[config.mk]
export PLATFORM = sky130hd
export DESIGN_NAME = usb_cmd_parser_flat
export DESIGN_NICKNAME = d
export VERILOG_FILES = /design/src/rtl/usb_cmd_parser_if.sv /design/src/rtl/usb_cmd_parser.sv /design/src/flat_wrapper.sv
export SDC_FILE = /design/constraint.sdc
export NUM_CORES = 1
export LEC_CHECK = 0
export CORE_MARGIN = 3
export CORE_UTILIZATION = 25
export DETAILED_ROUTE_END_ITERATION = 16
export GPL_ROUTABILITY_DRIVEN = 0
export PLACE_DENSITY = 0.44
export SLEW_MARGIN = 20
export SYNTH_ARGS = -nofsm -noshare
export SYNTH_HDL_FRONTEND = slang
export SYNTH_SLANG_ARGS = --single-unit
[constraint.sdc]
create_clock -name CLOCK_50 -period 4.6 [get_ports CLOCK_50]
set_clock_uncertainty 0.2 [all_clocks]
set_input_delay 0.46 -clock CLOCK_50 [delete_from_list [all_inputs] [get_ports CLOCK_50]]
set_output_delay 0.46 -clock CLOCK_50 [all_outputs]
set_load 0.02 [all_outputs]
[src/rtl/usb_cmd_parser_if.sv]
// usb_cmd_parser_if: received-byte input and register-write output bundle of the command parser
interface usb_cmd_parser_if;
  logic       byte_received;
  logic [7:0] read_data;
  logic       wr_valid;
  logic [7:0] wr_addr;
  logic [7:0] wr_data;
  logic       pkt_done;
  logic       pkt_error;
  logic [7:0] err_count;
  logic       busy;
  modport master (
    output byte_received, read_data,
    input  wr_valid, wr_addr, wr_data, pkt_done, pkt_error, err_count, busy
  );
  modport slave (
    input  byte_received, read_data,
    output wr_valid, wr_addr, wr_data, pkt_done, pkt_error, err_count, busy
  );
endinterface

[src/rtl/usb_cmd_parser.sv]
// usb_cmd_parser: frames SYNC/ADDR/LEN/payload/CHK packets and replays payload as register writes
module usb_cmd_parser #(
  parameter int         MAX_LEN        = 8,
  parameter logic [7:0] SYNC_BYTE      = 8'hA5,
  parameter int         TIMEOUT_CYCLES = 5000000
) (
  input logic             CLOCK_50,
  input logic             reset,
  usb_cmd_parser_if.slave bus
);
  localparam int TW = $clog2(TIMEOUT_CYCLES + 1);
  localparam int IW = $clog2(MAX_LEN + 1);
  localparam int AW = $clog2(MAX_LEN);
  typedef enum logic [2:0] {IDLE, GET_ADDR, GET_LEN, GET_DATA, GET_CHK, EMIT} state_t;
  state_t state, state_d;
  logic byte_prev, ev, tout, last, err, done_d, done_z, err_z;
  logic [7:0] b, addr, chk, err_count;
  logic [IW-1:0] len, idx;
  logic [TW-1:0] tcnt;
  logic [7:0] mem [2**AW];
  assign b = bus.read_data;
  assign ev = bus.byte_received & ~byte_prev;
  assign last = idx == len - IW'(1);
  // a byte arriving on the expiry cycle wins over the timeout
  assign tout = state inside {GET_ADDR, GET_LEN, GET_DATA, GET_CHK} && !ev && tcnt == TW'(TIMEOUT_CYCLES - 1);
  always_comb begin
    state_d = state;
    err = 1'b0;
    done_d = 1'b0;
    if (tout) begin
      state_d = IDLE;
      err = 1'b1;
    end else case (state)
      IDLE:     state_d = (ev && b == SYNC_BYTE) ? GET_ADDR : IDLE;
      GET_ADDR: state_d = ev ? GET_LEN : GET_ADDR;
      GET_LEN: if (ev) begin
        err = b > 8'(MAX_LEN);
        state_d = err ? IDLE : (b == 8'd0 ? GET_CHK : GET_DATA);
      end
      GET_DATA: state_d = (ev && idx + IW'(1) == len) ? GET_CHK : GET_DATA;
      GET_CHK: if (ev) begin
        err = b != chk;
        done_d = !err && len == '0;
        state_d = (err || done_d) ? IDLE : EMIT;
      end
      EMIT: begin
        err = ev;
        state_d = last ? IDLE : EMIT;
      end
      default: state_d = IDLE;
    endcase
  end
  always_ff @(posedge CLOCK_50 or posedge reset)
    if (reset) state <= IDLE;
    else state <= state_d;
  always_ff @(posedge CLOCK_50 or posedge reset)
    if (reset) begin
      byte_prev <= 1'b1;
      addr <= '0;
      chk <= '0;
      len <= '0;
      idx <= '0;
      tcnt <= '0;
      err_z <= 1'b0;
      done_z <= 1'b0;
      err_count <= '0;
    end else begin
      byte_prev <= bus.byte_received;
      err_z <= err;
      done_z <= done_d;
      if (err) err_count <= err_count + 8'(err_count != 8'hFF);
      tcnt <= (ev || state == IDLE) ? '0 : (state == EMIT ? tcnt : tcnt + TW'(1));
      case (state)
        IDLE: if (ev && b == SYNC_BYTE) chk <= '0;
        GET_ADDR: if (ev) begin
          addr <= b;
          chk <= b;
        end
        GET_LEN: if (ev && b <= 8'(MAX_LEN)) begin
          len <= b[IW-1:0];
          chk <= chk ^ b;
          idx <= '0;
        end
        GET_DATA: if (ev) begin
          chk <= chk ^ b;
          idx <= idx + IW'(1);
        end
        GET_CHK: if (ev) idx <= '0;
        EMIT: idx <= idx + IW'(1);
        default: ;
      endcase
    end
  always_ff @(posedge CLOCK_50)
    if (state == GET_DATA && ev) mem[idx[AW-1:0]] <= b;
  assign bus.wr_valid = state == EMIT;
  assign bus.wr_addr = bus.wr_valid ? addr + 8'(idx) : '0;
  assign bus.wr_data = bus.wr_valid ? mem[idx[AW-1:0]] : '0;
  assign bus.pkt_done = (bus.wr_valid && last) || done_z;
  assign bus.pkt_error = err_z;
  assign bus.err_count = err_count;
  assign bus.busy = state != IDLE;
endmodule

[src/flat_wrapper.sv]
// flat-port wrapper written by rule: the top's interface ports become plain ports
module usb_cmd_parser_flat 
#(
  parameter int         MAX_LEN        = 8,
  parameter logic [7:0] SYNC_BYTE      = 8'hA5,
  parameter int         TIMEOUT_CYCLES = 5000000
)
  (CLOCK_50, reset, bus_byte_received, bus_read_data, bus_wr_valid, bus_wr_addr, bus_wr_data, bus_pkt_done, bus_pkt_error, bus_err_count, bus_busy);
  usb_cmd_parser_if bus_i ();
  input logic CLOCK_50;
  input logic reset;
  input wire logic [$bits(bus_i.byte_received)-1:0] bus_byte_received;
  input wire logic [$bits(bus_i.read_data)-1:0] bus_read_data;
  output wire logic [$bits(bus_i.wr_valid)-1:0] bus_wr_valid;
  output wire logic [$bits(bus_i.wr_addr)-1:0] bus_wr_addr;
  output wire logic [$bits(bus_i.wr_data)-1:0] bus_wr_data;
  output wire logic [$bits(bus_i.pkt_done)-1:0] bus_pkt_done;
  output wire logic [$bits(bus_i.pkt_error)-1:0] bus_pkt_error;
  output wire logic [$bits(bus_i.err_count)-1:0] bus_err_count;
  output wire logic [$bits(bus_i.busy)-1:0] bus_busy;
  assign bus_i.byte_received = bus_byte_received;
  assign bus_i.read_data = bus_read_data;
  assign bus_wr_valid = bus_i.wr_valid;
  assign bus_wr_addr = bus_i.wr_addr;
  assign bus_wr_data = bus_i.wr_data;
  assign bus_pkt_done = bus_i.pkt_done;
  assign bus_pkt_error = bus_i.pkt_error;
  assign bus_err_count = bus_i.err_count;
  assign bus_busy = bus_i.busy;
  usb_cmd_parser #(.MAX_LEN(MAX_LEN), .SYNC_BYTE(SYNC_BYTE), .TIMEOUT_CYCLES(TIMEOUT_CYCLES)) u_core (.CLOCK_50(CLOCK_50), .reset(reset), .bus(bus_i));
endmodule
==> impl_metrics.tcl <==
set metrics [dict create \
    ys_seq_area_share_pct 56.59 \
    register_area_um2 3450 \
    grt_pass1_vias 4465 \
    slew_headroom_pct 31.38 \
    core_area_um2 23680 \
    numCtsBuffers 17 \
    path_cells "buf_4 > mux2_2 > a221oi_1 > a21oi_1 > a21oi_1 > nor2_1 > clkdlybuf4s50_1" \
    io_buffers 38 \
    syn_avg_cell_area_um2 11.02 \
    rr_worst_depth 9 \
    setup_viol 0 \
    clockBufferDepth 2 \
    final_cells 924 \
    power.switching_uw 583.4 \
    via_count 4366 \
    antenna_left 0 \
    die_area_um2 26290 \
    antenna_found_initial 0 \
    power_frac_seq_pct 45.8 \
    cts_tree "done" \
    rows 56 \
    max-vdd-ir-drop_uv 198.9 \
    path_common_cell "a21oi_1" \
    fin_crit_sh_pct 79.66 \
    reg2reg_slack_ns 1.40 \
    worstPathArrival_ns 3.00 \
    power_density_nw_per_um2 353.4 \
    overflow 0 \
    start_util_pct 25.74 \
    dieWidth_um 162.2 \
    critical_path_class "register to output pin" \
    swShare_pct 22.23 \
    intPower_uw 2041 \
    grt_pass1_wl_um 24710 \
    fill_cells 2483 \
    drt-initial-drc-count 295 \
    n_antenna_cell 0 \
    min_period_ns 3.664 \
    power_frac_clock_pct 50.8 \
    multi_input_area_um2 2457 \
    viasPerCell 4.725 \
    dp.cells 892 \
    yosysTopAreaCell "edfxtp_1" \
    critPathRequiredTime_ns 3.94 \
    hpwl_um 10200 \
    cts-root-buf "clkbuf_16" \
    syn2layout_area_growth_pct 21.84 \
    synth.most_common_cell "edfxtp_1" \
    async_flop_share_pct 48.80 \
    wl_um 15330 \
    path_clk_slew_ns 0.06 \
    drv_cap 0 \
    syn_area_um2 6096 \
    final_hold_viol_count 0 \
    totalPowerFinal_uw 2625 \
    cpPeakStageDelay_ns 0.70 \
    dr.pass1.iters 4 \
    ys_top_cells_by_area "edfxtp_1, dfrtp_1, xor2_1" \
    synth_top_area_share_pct 31.53 \
    rr_startpoint "u_core.state[2]$_DFFE_PP0P_" \
    cts_max_level 4 \
    synth_warnings 0 \
    fin_nets 615 \
    drc 0 \
    synthFlopType "edfxtp_1" \
    cellLeakagePower_uw 0.002745 \
    grt_use_total_pct 12.14 \
    regToRegEndpoint "u_core.tcnt[22]$_DFFE_PP0P_" \
    rsz0062_at_grt "false" \
    synthTopCellsByCount "edfxtp_1, dfrtp_1, nor2_1, a21oi_1, nand2_1" \
    dieHeight_um 162.2 \
    pwr-share-comb_pct 3.4 \
    endpoint_kind "output pin" \
    drive_above_1_share_pct 10.41 \
    netlist_instances 553 \
    synth_edf_count 64 \
    fin_area_um2 7427 \
    drv_slew 0 \
    grt_start_max_net_pins 33 \
    syn-num-nets 576 \
    place_area_um2 6844 \
    status "completed" \
    utilization_pct 31.36 \
    yosys.cell_types.count 58 \
    finalSetupTns_ns 0 \
    cts-resized-gates 0 \
    cts_setup_buffers 0 \
    timing.fmax_ghz 0.2729 \
    max_slew.worst_pin.slew_ns 1.026 \
    critPathMaxFanout 24 \
    hold_buffers 0 \
    wire_per_inst_um 16.59 \
    ios 39 \
    clock-sinks 125 \
    cp-start-kind "register" \
    clk_latency_ns 0.41 \
    ys_ff_latch 125 \
    worstSetupStartpoint "u_core.idx[2]$_DFFE_PP0P_" \
    slowest_stage "dfrtp_1" \
    endpoint "bus_wr_data[7]" \
    hp-class "input port to async pin" \
]
==> layer usage <==
metal | global-route usage (%) | part of all wire [%]
met2 | 19.68 | 48
met5 | 0 | 0
met1 | 15.89 | 46
met3 | 3.188 | 4.6
met4 | 3.916 | 1.6
==> critical path: cells and delay by family (launching register included) <==
family | cells | cell delay (ns)
buf+inv | 2 | 0.95
compound gates | 3 | 0.50
mux | 1 | 0.37
simple gates | 1 | 0.06
flops | 1 | 0.70
==> sequential cells by signal, indices dropped and copies added, names as in the netlist <==
signal                count
u_core.idx                4
u_core.addr               8
u_core.mem               64
u_core.bus.pkt_error      1
u_core.tcnt              23
u_core.done_z             1
u_core.bus.err_count      8
u_core.byte_prev          1
u_core.state              3
u_core.chk                8
u_core.len                4
==> cell usage in the layout (no fill, tap or decap), types with 5 or more instances in the layout <==
master / instances
edfxtp_1: 64
dfrtp_1: 60
nor2_1: 54
a21oi_1: 41
nand2_1: 40
clkdlybuf4s50_1: 38
inv_1: 25
xor2_1: 24
o21ai_0: 22
xnor2_1: 21
nand3_1: 19
clkbuf_16: 17
nor3_1: 13
ha_1: 11
nand4_1: 10
mux2_2: 10
nor2b_1: 8
a221oi_1: 8
mux2i_1: 8
o32ai_1: 8
buf_4: 8
nor4_1: 7
a31oi_1: 7
or3_1: 6
and2_1: 5
nand2b_1: 5
==> kinds of logic after synthesis <==
group,Yosys count,share of synthesized area [%]
compound gates,108,11.27
xor+xnor,45,6.466
fa+ha+maj,12,2.586
buf+inv,52,3.264
flops,125,56.59
mux,20,3.900
simple gates,191,15.93
==> power groups by stage <==
stage               clock network, uW  logic, uW  registers (uW)
floorplan                           0       47.4            1220
global placement                    0       89.9            1220
detailed placement                  0       91.2            1220
CTS                              1360       92.3            1200
global route                     1410        102            1200
finish                           1330       90.4            1200
==> through the flow <==
| stage | hold slack [ns] | setup WS, ns |
|---|---|---|
| CTS | 0.2808 | 0.8778 |
| global route | 0.3211 | 0.7045 |
| finish | 0.2643 | 0.9357 |
| floorplan | 0.2538 | 1.965 |
| detailed placement | 0.2820 | 1.256 |
| global placement | 0.2828 | 1.284 |
==> worst min path at each step <==
stage / startpoint / to / slack, ns
floorplan: u_core.addr[0]$_DFFE_PP0P_ / u_core.addr[0]$_DFFE_PP0P_ / 0.25
global placement: u_core.addr[3]$_DFFE_PP0P_ / u_core.addr[3]$_DFFE_PP0P_ / 0.28
detailed placement: u_core.bus.err_count[5]$_DFFE_PP0P_ / u_core.bus.err_count[5]$_DFFE_PP0P_ / 0.28
CTS: reset / u_core.tcnt[4]$_DFFE_PP0P_ / 0.28
global route: reset / u_core.tcnt[3]$_DFFE_PP0P_ / 0.32
finish: reset / u_core.tcnt[3]$_DFFE_PP0P_ / 0.26
==> cell type report <==
cell class,count,share of cell area (%)
multi-input combinational,376,33.09
inverter,26,1.314
clock buffer,21,6.065
clock inverter,11,1.786
sequential,125,46.45
timing repair buffer,46,5.930
tap,319,5.374
(Power assumes the default switching activity.)
==> patch (same settings) <==
`MAX_LEN` is set to 8 in 2 places; all go to 16.
--- a/src/rtl/usb_cmd_parser.sv
+++ b/src/rtl/usb_cmd_parser.sv
@@ -1,6 +1,6 @@
 // usb_cmd_parser: frames SYNC/ADDR/LEN/payload/CHK packets and replays payload as register writes
 module usb_cmd_parser #(
-  parameter int         MAX_LEN        = 8,
+  parameter int         MAX_LEN        = 16,
   parameter logic [7:0] SYNC_BYTE      = 8'hA5,
   parameter int         TIMEOUT_CYCLES = 5000000
 ) (
--- a/src/flat_wrapper.sv
+++ b/src/flat_wrapper.sv
@@ -1,7 +1,7 @@
 // flat-port wrapper written by rule: the top's interface ports become plain ports
 module usb_cmd_parser_flat 
 #(
-  parameter int         MAX_LEN        = 8,
+  parameter int         MAX_LEN        = 16,
   parameter logic [7:0] SYNC_BYTE      = 8'hA5,
   parameter int         TIMEOUT_CYCLES = 5000000
 )
Function: changed (Yosys sat finds a counterexample within 10 cycles, from zero or initial values and one cycle with reset high).
==> patch against the original RTL <==
- final area is 43% higher
- sequential cell count increased by 66
- routed wire length is 54% higher
- area after synthesis increased by 47%
- sequential power up 66%
- combinational power grew to 9.0 times the old value
- sequential share of layout area increased by 4.5 points
- synthesized cell count rose by 18%
- global-route usage grew 0.51 points
- worst hold slack better by 0.51 ps
- maximum frequency is 5.2% lower
- power is 65% higher
- worst setup slack lost 200 ps
- largest cell class unchanged
==> patch: results (changes against the original RTL) <==
Status
  • Status: finished clean (unchanged)

GRT
  • Met1 usage: 0.178 (was 0.159)
  • First-pass GRT wire length: 36,600 µm (was 24,700 µm)
  • Largest net degree at the start of global routing: 39 (was 33)
  • GR Util met2: 0.199 (was 0.197)

STA
  • Hold Slack: 265 ps (was 264 ps)
  • Worst Tran Pin Value: 911 ps (was 1030 ps)

Worst setup path
  • R2R Setup Slk: 1420 ps (was 1400 ps)
  • Worst-path maximum fanout: 16 (was 24)
  • Worst reg-to-reg path cell count: 6 (was 9)
  • RR Startpoint: u_core.state[1] (was u_core.state[2])
  • Worst setup startpoint: u_core.idx[0] (was u_core.idx[2])
  • Crit-path max cell delay: 600 ps (was 700 ps)

Hold path
  • Hold Crit Class: input port to flip-flop (was input port to async pin)

Final layout
  • Final non-filler cell total: 1,184 (was 924)
  • Max reg flops: 128 (was 64)
  • Filler cells: 3,448 (was 2,483)

Pwr
  • Leak Pwr: 3.75 nW (was 2.75 nW)
  • Pwr Density: 406 nW/µm² (was 353 nW/µm²)
  • Sw Share: 0.295 (was 0.222)
  • Maximum VDD drop: 340 µV (was 199 µV)

Synth
  • Yosys cell types: 70 (was 58)
  • Post-synth EDFFs: 128 (was 64)
  • Synth Area in XOR/XNOR: 0.0466 (was 0.0647)
  • Syn_nets: 681 (was 576)
  • Synth area leaders: edfxtp_1 43%, dfrtp_1 17%, mux4_2 10% (was edfxtp_1 32%, dfrtp_1 25%, xor2_1 3.4%)
  • Post-synth top cells: 128 x edfxtp_1, 62 x dfrtp_1, 49 x nor2_1 (was 64 x edfxtp_1, 60 x dfrtp_1, 54 x nor2_1)
  • Syn avg cell area: 13.7 µm² (was 11.0 µm²)
  • Mux cell area share after synthesis: 0.105 (was 0.0390)
  • Post-synthesis adder-cell area fraction: 0.0231 (was 0.0259)
  • Asr flop ratio synth: 0.330 (was 0.488)

Placement
  • Placed instance area: 10,000 µm² (was 6840 µm²)
  • DP HPWL: 16,500 µm (was 10,200 µm)

Detailed routing
  • M1 WL: 11,100 µm (was 7080 µm)
  • Drt first pass iters: 5 (was 4)
  • Via/cell ratio: 4.71 (was 4.73)
  • Iteration-0 DRC Markers: 403 (was 295)
  • Detailed Route WL: 23,600 µm (was 15,300 µm)
  • Met2 Wirelength: 11,300 µm (was 7310 µm)

Clocking
  • Worst-Skew Late Latency: 450 ps (was 410 ps)
  • Clk slew on worst S/H paths: 80 ps (was 60 ps)
[patch: changes by cell type in the layout (fill, tap and decap cells not counted), moves of 7 or more]
cell	change
and2_1	+7
edfxtp_1	+64
a21oi_1	-7
mux2i_1	-7
mux4_2	+38
mux2_2	-10
buf_4	+24
a221oi_1	-8
[patch: critical path: cells and delay by family, from the launching register on]
kind	cells	cell delay (ps)
multiplexers	2	1080
buffers and inverters	2	900
flip-flops	1	600
AND/OR/NAND/NOR	1	180
[patch: how the worst max path moves through the flow]
stage | end | slack [ps] | depth (start not counted)
after floorplan | u_core.state[0] | 1710 | 9
after global placement | bus_wr_addr[5] | 1120 | 7
after detailed placement | bus_wr_addr[5] | 1110 | 7
after CTS | bus_wr_addr[5] | 630 | 7
after global routing | bus_wr_addr[5] | 500 | 7
final | bus_wr_data[0] | 730 | 5
[patch: power by group through the flow]
stage	logic [mW]	registers (mW)	clock network [mW]
3_5_place_dp	0.830	2.03	0
3_3_place_gp	0.828	2.02	0
4_1_cts	0.833	1.99	1.56
6_report	0.815	1.99	1.52
2_1_floorplan	0.678	1.94	0
5_1_grt	0.898	2.00	1.64
[patch: final cells by class]
type | instances | share of cell area
flip-flops and latches | 191 | 0.510
well taps | 455 | 0.0535
clock inverters | 15 | 0.0165
inverters | 29 | 0.0102
repair buffers | 70 | 0.0583
clock buffers | 17 | 0.0400
multi-input cells | 407 | 0.312
[patch: stage by stage]
| stage | power [mW] | worst slack [ps] |
|---|---|---|
| 6_report | 4.32 | 735 |
| 5_1_grt | 4.54 | 497 |
| 4_1_cts | 4.38 | 630 |
| 2_1_floorplan | 2.61 | 1710 |
| 3_3_place_gp | 2.85 | 1120 |
| 3_5_place_dp | 2.86 | 1110 |
